===== src/rtl/byte_capture_fifo.sv =====
// rtl/byte_capture_fifo.sv - enable-qualified byte capture into a FWFT FIFO with debug counters
//
// Purpose:
//   Captures each data_in word offered with en_in=1 into a small first-word-fall-through
//   FIFO and hands captured words downstream over a valid/ready handshake. Saturating
//   counters track accepted (capt_cnt) and rejected (drop_cnt) offers.
//
// Ports:
//   clk        rising-edge clock
//   rst_n      synchronous active-low reset
//   data_in    word from the upstream stage
//   en_in      write qualifier; word is offered when 1
//   out_data   head-of-FIFO word, 0 when empty
//   out_valid  head word is valid
//   out_ready  downstream accepts the head word
//   full       FIFO holds DEPTH entries
//   empty      FIFO holds no entries
//   level      current occupancy, 0..DEPTH
//   capt_cnt   accepted writes, saturating
//   drop_cnt   offered-but-rejected writes, saturating

module byte_capture_fifo #(
    parameter int DATA_W = 8,
    parameter int DEPTH  = 4,
    parameter int CNT_W  = 8
) (
    input  logic                       clk,
    input  logic                       rst_n,
    input  logic [DATA_W-1:0]          data_in,
    input  logic                       en_in,
    output logic [DATA_W-1:0]          out_data,
    output logic                       out_valid,
    input  logic                       out_ready,
    output logic                       full,
    output logic                       empty,
    output logic [$clog2(DEPTH):0]     level,
    output logic [CNT_W-1:0]           capt_cnt,
    output logic [CNT_W-1:0]           drop_cnt
);

    localparam int AW = $clog2(DEPTH);
    localparam int LW = AW + 1;

    logic [DATA_W-1:0] mem_q [DEPTH];

    logic [AW-1:0]    wr_ptr_q, wr_ptr_d;
    logic [AW-1:0]    rd_ptr_q, rd_ptr_d;
    logic [LW-1:0]    level_q,  level_d;
    logic [CNT_W-1:0] capt_q,   capt_d;
    logic [CNT_W-1:0] drop_q,   drop_d;

    logic full_w;
    logic empty_w;
    logic pop;
    logic push;

    // Status is decoded purely from the registered occupancy.
    assign full_w  = (level_q == LW'(DEPTH));
    assign empty_w = (level_q == '0);

    assign pop  = !empty_w && out_ready;
    // A pop in the same cycle frees the slot, so a full FIFO still accepts a write
    // while the head is being taken.
    assign push = en_in && (!full_w || pop);

    always_comb begin
        wr_ptr_d = wr_ptr_q;
        rd_ptr_d = rd_ptr_q;
        level_d  = level_q;
        capt_d   = capt_q;
        drop_d   = drop_q;

        // Pointers are exactly AW bits wide, so the increment wraps modulo DEPTH.
        if (push) begin
            wr_ptr_d = wr_ptr_q + AW'(1);
        end
        if (pop) begin
            rd_ptr_d = rd_ptr_q + AW'(1);
        end

        level_d = level_q + LW'(push) - LW'(pop);

        if (push && (capt_q != '1)) begin
            capt_d = capt_q + CNT_W'(1);
        end
        if (en_in && !push && (drop_q != '1)) begin
            drop_d = drop_q + CNT_W'(1);
        end
    end

    always_ff @(posedge clk) begin
        if (!rst_n) begin
            wr_ptr_q <= '0;
            rd_ptr_q <= '0;
            level_q  <= '0;
            capt_q   <= '0;
            drop_q   <= '0;
        end else begin
            wr_ptr_q <= wr_ptr_d;
            rd_ptr_q <= rd_ptr_d;
            level_q  <= level_d;
            capt_q   <= capt_d;
            drop_q   <= drop_d;
        end
    end

    // Storage is never cleared; occupancy alone decides what is valid. Writes are
    // blocked during reset so a reset edge leaves the array untouched.
    always_ff @(posedge clk) begin
        if (rst_n && push) begin
            mem_q[wr_ptr_q] <= data_in;
        end
    end

    assign out_valid = !empty_w;
    assign out_data  = empty_w ? '0 : mem_q[rd_ptr_q];
    assign full      = full_w;
    assign empty     = empty_w;
    assign level     = level_q;
    assign capt_cnt  = capt_q;
    assign drop_cnt  = drop_q;

endmodule


===== config.mk =====
export PLATFORM = sky130hd
export DESIGN_NAME = byte_capture_fifo
export DESIGN_NICKNAME = d
export VERILOG_FILES = /design/src/rtl/byte_capture_fifo.sv
export SDC_FILE = /design/constraint.sdc
export NUM_CORES = 1
export LEC_CHECK = 0
export CORE_ASPECT_RATIO = 0.75
export CORE_MARGIN = 4
export CORE_UTILIZATION = 30
export CTS_BUF_LIST = sky130_fd_sc_hd__clkbuf_8 sky130_fd_sc_hd__clkbuf_16
export CTS_CLUSTER_DIAMETER = 30
export DETAILED_ROUTE_END_ITERATION = 16
export GPL_TIMING_DRIVEN = 0
export HOLD_SLACK_MARGIN = 0.12
export RECOVER_POWER = 25
export SKIP_CTS_REPAIR_TIMING = 1
export SLEW_MARGIN = 30
export SYNTH_ARGS = -nofsm -noshare
export SYNTH_HDL_FRONTEND = slang
export SYNTH_SLANG_ARGS = --single-unit

===== constraint.sdc =====
create_clock -name clk -period 2.8 [get_ports clk]
set_input_delay 0.56 -clock clk [delete_from_list [all_inputs] [get_ports clk]]
set_output_delay 0.56 -clock clk [all_outputs]
set_load 0.02 [all_outputs]

### Word level (Yosys, flattened, before mapping)

Memory sizes are Yosys's and may differ from the RTL's. A register that Yosys moved wholly into a read port is not among the register bits.
Index checks and enable logic that the tools add are counted.

* memory bits (writable): 32
* register bits after elaboration: 23
* word-level logic and storage cells: 31
* output and inout port bits: 30
* memories: 1
* input bits: 12

* reductions and logical operators: 11
* multiplexer cells: 5
* eq/ne operators: 3
* add/sub/neg operators: 6

Memories
* mem_q: depth 4, bits a word 8, rd ports 1, clocked after Yosys merged registers in 1, wr ports 1, RTL line 44 `logic [DATA_W-1:0] mem_q [DEPTH];`

Operators by type and width (count)
* adder 8 x 1 -> 8 bit, second input constant: 2
* inequality test 8 bit, second input constant: 2
* two-way mux 8 bit: 1
* logical AND 1 bit: 6
* adder 2 x 1 -> 2 bit, second input constant: 2
* two-way mux 2 bit: 2
* adder 3 x 1 -> 3 bit: 1
* equality test 3 bit, second input constant: 1
* zero test 1 bit: 3
* zero test 3 bit: 1
* subtractor 3 x 1 -> 3 bit: 1
* two-way mux 1 bit: 2
* logical OR 1 bit: 1

### Depth between registers and ports, before layout

* word-level depth: 8
* mapped depth: 10
* depth with buffers taken out: 9

### Worst setup path before layout

Ideal clock, no wire load.

* kind: input to register
* from: in out_ready
* to: reg level_q[2] (netlist: level[2])
* required time: 2.672 ns
* path slack: 0.285 ns
* cell stages on the path: 10
* arrival: 2.387 ns
* buffers on the path: 1
* setup time: 0.128 ns
* cell sequence: or4b_4 > and2_1 > clkbuf_1 > nand2_1 > nand2_1 > ha_1 > fa_1 > xnor2_1 > xnor2_1 > nor2_1

* cells in the longest elaborated chain, start to end: 5

Ends and longest elaborated chain
* from (decl): RTL line 33 `input logic out_ready,`
* logical AND 1 bit (*): RTL line 61 `assign pop = !empty_w && out_ready;`
* logical OR 1 bit: RTL line 64 `assign push = en_in && (!full_w || pop);`
* logical AND 1 bit: RTL line 64
* adder 3 x 1 -> 3 bit: RTL line 81 `level_d = level_q + LW'(push) - LW'(pop);`
* subtractor 3 x 1 -> 3 bit (*): RTL line 81
* to (signal assigned): RTL line 101 `level_q <= level_d;`
* to (decl): RTL line 48 `logic [LW-1:0] level_q, level_d;`

Mark *: on every way between the ends. The rest lies on a longest branch, timed or not.
A chain may end at the register's enable or synchronous reset.

==> metrics.md <==
| Metric | Value |
|---|---|
| Wire length per cell | 14.43 um |
| Cells after Synth | 189 |
| Clk_skew | 10.13 ps |
| Min cycle time layout | 2679 ps |
| Sw Pwr | 0.8408 mW |
| Vias in the first global route | 1617 |
| IR drop worst, VDD | 399.1 uV |
| First-pass GRT wire length | 8293 um |
| Crit Path Class | reg -> out |
| Fin util | 40.17% |
| RSZ-0062 raised after global routing | no |
| Chip Height | 86.32 um |
| Setup_tns | 0 ps |
| Logic pwr share | 33.4% |
| CTS tree | done |
| Power share of the clock group | 27.5% |
| Core area | 7918 sq um |
| Skew-Pair Late Insertion Delay | 340 ps |
| # DRC | 0 |
| Antenna-violating nets left | 0 |
| Avg Inst Size Synth | 12.98 sq um |
| Max-slew headroom | 59.12% |
| Final hold violations | 0 |
| Synth Warn # | 0 |
| # clock sinks | 57 |
| Ports | 42 |
| Fraction of layout cells with a size suffix above 1 | 12.30% |
| Horiz. Die Dim | 112.4 um |
| Worst-path clk slew | 70 ps |
| Total wire length | 5035 um |
| CP Capture Type | output port |
| Grt ovf | 0 |
| Distinct cells, synth | 38 |
| Part of the power in registers | 39.1% |
| Synth Cell Area | 2454 sq um |
| Max_cap viols | 0 |
| Max FO, Critical Path | 8 |
| Critical Path Start Type | flip-flop |
| Hold Path Class | reg -> reg |
| Initial drt markers | 41 |
| GP Congestion | 0.7288 |
| TritonRoute pass-1 iters | 4 |
| Mapped Nets | 209 |
| Ant diodes | 0 |
| #FFs+latches synth | 57 |
| CP Data Required Time | 2240 ps |
| Root Buffer | clkbuf_8 |
| Register area share after synthesis | 59.56% |
| Worst slew pin tran | 603.6 ps |
| Final count of pins violating max slew | 0 |
| Sw frac | 31.75% |
| Period utilization | 95.69% |
| Internal | 1.808 mW |
| Synth-to-Final Area Change | 29.63% |
| Initial antenna violation count | 0 |
| CP arrival | 2120 ps |
| Htree depth | 3 |
| Detailed Place HPWL | 3510 um |
| Pre-CTS setup slack | -419.1 ps |
| Final setup fails | 0 |
| Hold_ws | 513.5 ps |
| FP Rows | 28 |
| Status | completed |
| Largest net degree at the start of global routing | 11 |
| Maximum clock rate | 0.3732 GHz |
| Nets@finish | 259 |
| CTS Buf Count | 9 |
| Die ar. | 9705 sq um |
| Via count | 1634 |
| Total track usage | 11.28% |
| Power Dens Cells | 832.7 nW/um^2 |
| Initial Utilization | 30.99% |
| Clk buf depth | 2 |
| Setup WS post-layout | 120.7 ps |
| Via-to-Cell Ratio | 4.682 |
| Port Buffers | 41 |
| Total power | 2.649 mW |
| Leakage | 1.090 nW |
==> registers in the layout, summed over array words and instances (netlist names), named ones only <==
name / count
mem_q: 32
capt_cnt: 8
drop_cnt: 8
level: 3
rd_ptr_q: 2
wr_ptr_q: 2
==> through the flow <==
stage | cell area, sq um | instances
2_1_floorplan | 2454 | 189
3_3_place_gp | 2995 | 335
3_5_place_dp | 2995 | 335
4_1_cts | 3183 | 351
5_1_grt | 3181 | 349
6_report | 3181 | 349
==> final timing paths <==
check | startpoint | end | slack (ps) | depth (start not counted)
worst max-delay path | flip-flop | out_data[2] | 120 | 4
worst min-delay path | capt_cnt[6] | capt_cnt[6] | 510 | 2
worst max register to register | level[1] | level[2] | 230 | 10
worst min register to register | capt_cnt[6] | capt_cnt[6] | 510 | 2
==> cells in the mapped netlist <==
master / instances / share of area [%]
a211oi_1: 1 / 0.31
a21o_1: 1 / 0.31
a21oi_1: 7 / 1.4
and2_1: 11 / 2.8
and3_1: 4 / 1.0
buf_2: 1 / 0.20
buf_4: 1 / 0.31
clkbuf_1: 6 / 0.92
dfxtp_1: 25 / 20
edfxtp_1: 32 / 39
fa_1: 1 / 0.82
ha_1: 7 / 3.6
inv_1: 8 / 1.2
mux2i_1: 4 / 1.6
mux4_2: 8 / 7.3
nand2_1: 14 / 2.1
nand2b_1: 1 / 0.26
nand3_1: 7 / 1.4
nand3_2: 1 / 0.41
nand4_1: 3 / 0.76
nor2_1: 10 / 1.5
nor3_1: 2 / 0.41
nor3_2: 1 / 0.41
nor3b_1: 1 / 0.31
nor4b_4: 1 / 0.97
o211ai_1: 2 / 0.61
o211ai_2: 1 / 0.51
o21ai_0: 4 / 0.82
o311ai_0: 1 / 0.36
o311ai_1: 1 / 0.36
o31ai_1: 3 / 0.92
o41ai_1: 3 / 1.1
or2_2: 1 / 0.26
or3_1: 3 / 0.76
or4_1: 4 / 1.2
or4b_4: 1 / 0.56
xnor2_1: 3 / 1.1
xor2_1: 4 / 1.4
==> cells by family (layout without fill, tap and decap cells) <==
group | count (synthesis) | after routing | share of synthesized area, %
AO/OA/AOI/OAI | 24 | 24 | 6.680
XOR/XNOR | 7 | 7 | 2.499
adder cells (fa/ha/maj) | 8 | 8 | 4.385
buffers and inverters | 16 | 71 | 2.652
flip-flops | 57 | 57 | 59.56
multiplexers | 12 | 12 | 8.975
AND/OR/NAND/NOR | 65 | 65 | 15.25
==> layout by cell type, fill, tap and decap left out, drive strengths merged, types with 3 or more instances in the layout <==
cell / n
o41ai: 3
nand4: 3
nor3: 3
nand3: 8
o31ai: 3
mux4: 8
edfxtp: 32
mux2i: 4
or3: 3
xor2: 4
and2: 11
inv: 10
and3: 4
xnor2: 3
o21ai: 4
clkdlybuf4s50: 32
clkinv: 3
dlygate4sd3: 8
nand2: 14
clkbuf: 14
or4: 4
nor2: 10
dfxtp: 25
o211ai: 3
ha: 7
a21oi: 7
==> cell type report <==
class                      instances  area, sq um
buffer                             6        30.03
clock buffer                       9        123.9
clock inverter                     7        63.81
fill                             784         4737
inverter                           8        30.03
multi-input combinational        116        927.1
sequential                        57         1461
tap                              105        131.4
timing repair buffer              41        412.9
==> critical path, stage by stage (launching register included) <==
cell             delay [ps]
dfxtp_1                 310
clkbuf_4                240
mux4_2                  510
and2_1                  180
clkdlybuf4s50_1         540
==> power by group through the flow <==
stage          logic, mW  clock network (mW)  registers, mW
5_1_grt            0.955               0.800           1.05
4_1_cts            0.917               0.752           1.03
3_5_place_dp       0.914                   0           1.04
2_1_floorplan      0.523                   0           1.06
3_3_place_gp       0.907                   0           1.04
6_report           0.885               0.728           1.04
==> per-layer routing <==
metal  wire length [um]  up-vias  part of all wire (%)  track usage, %
li1                   -      804                     -               -
met3                203        7                   4.0           4.815
met1               2333      792                    46           14.01
met4                 61        0                   1.2           4.148
met5                  0        -                     0               0
met2               2436       31                    48           17.69
Note: power is estimated with default switching activity, not from simulation.
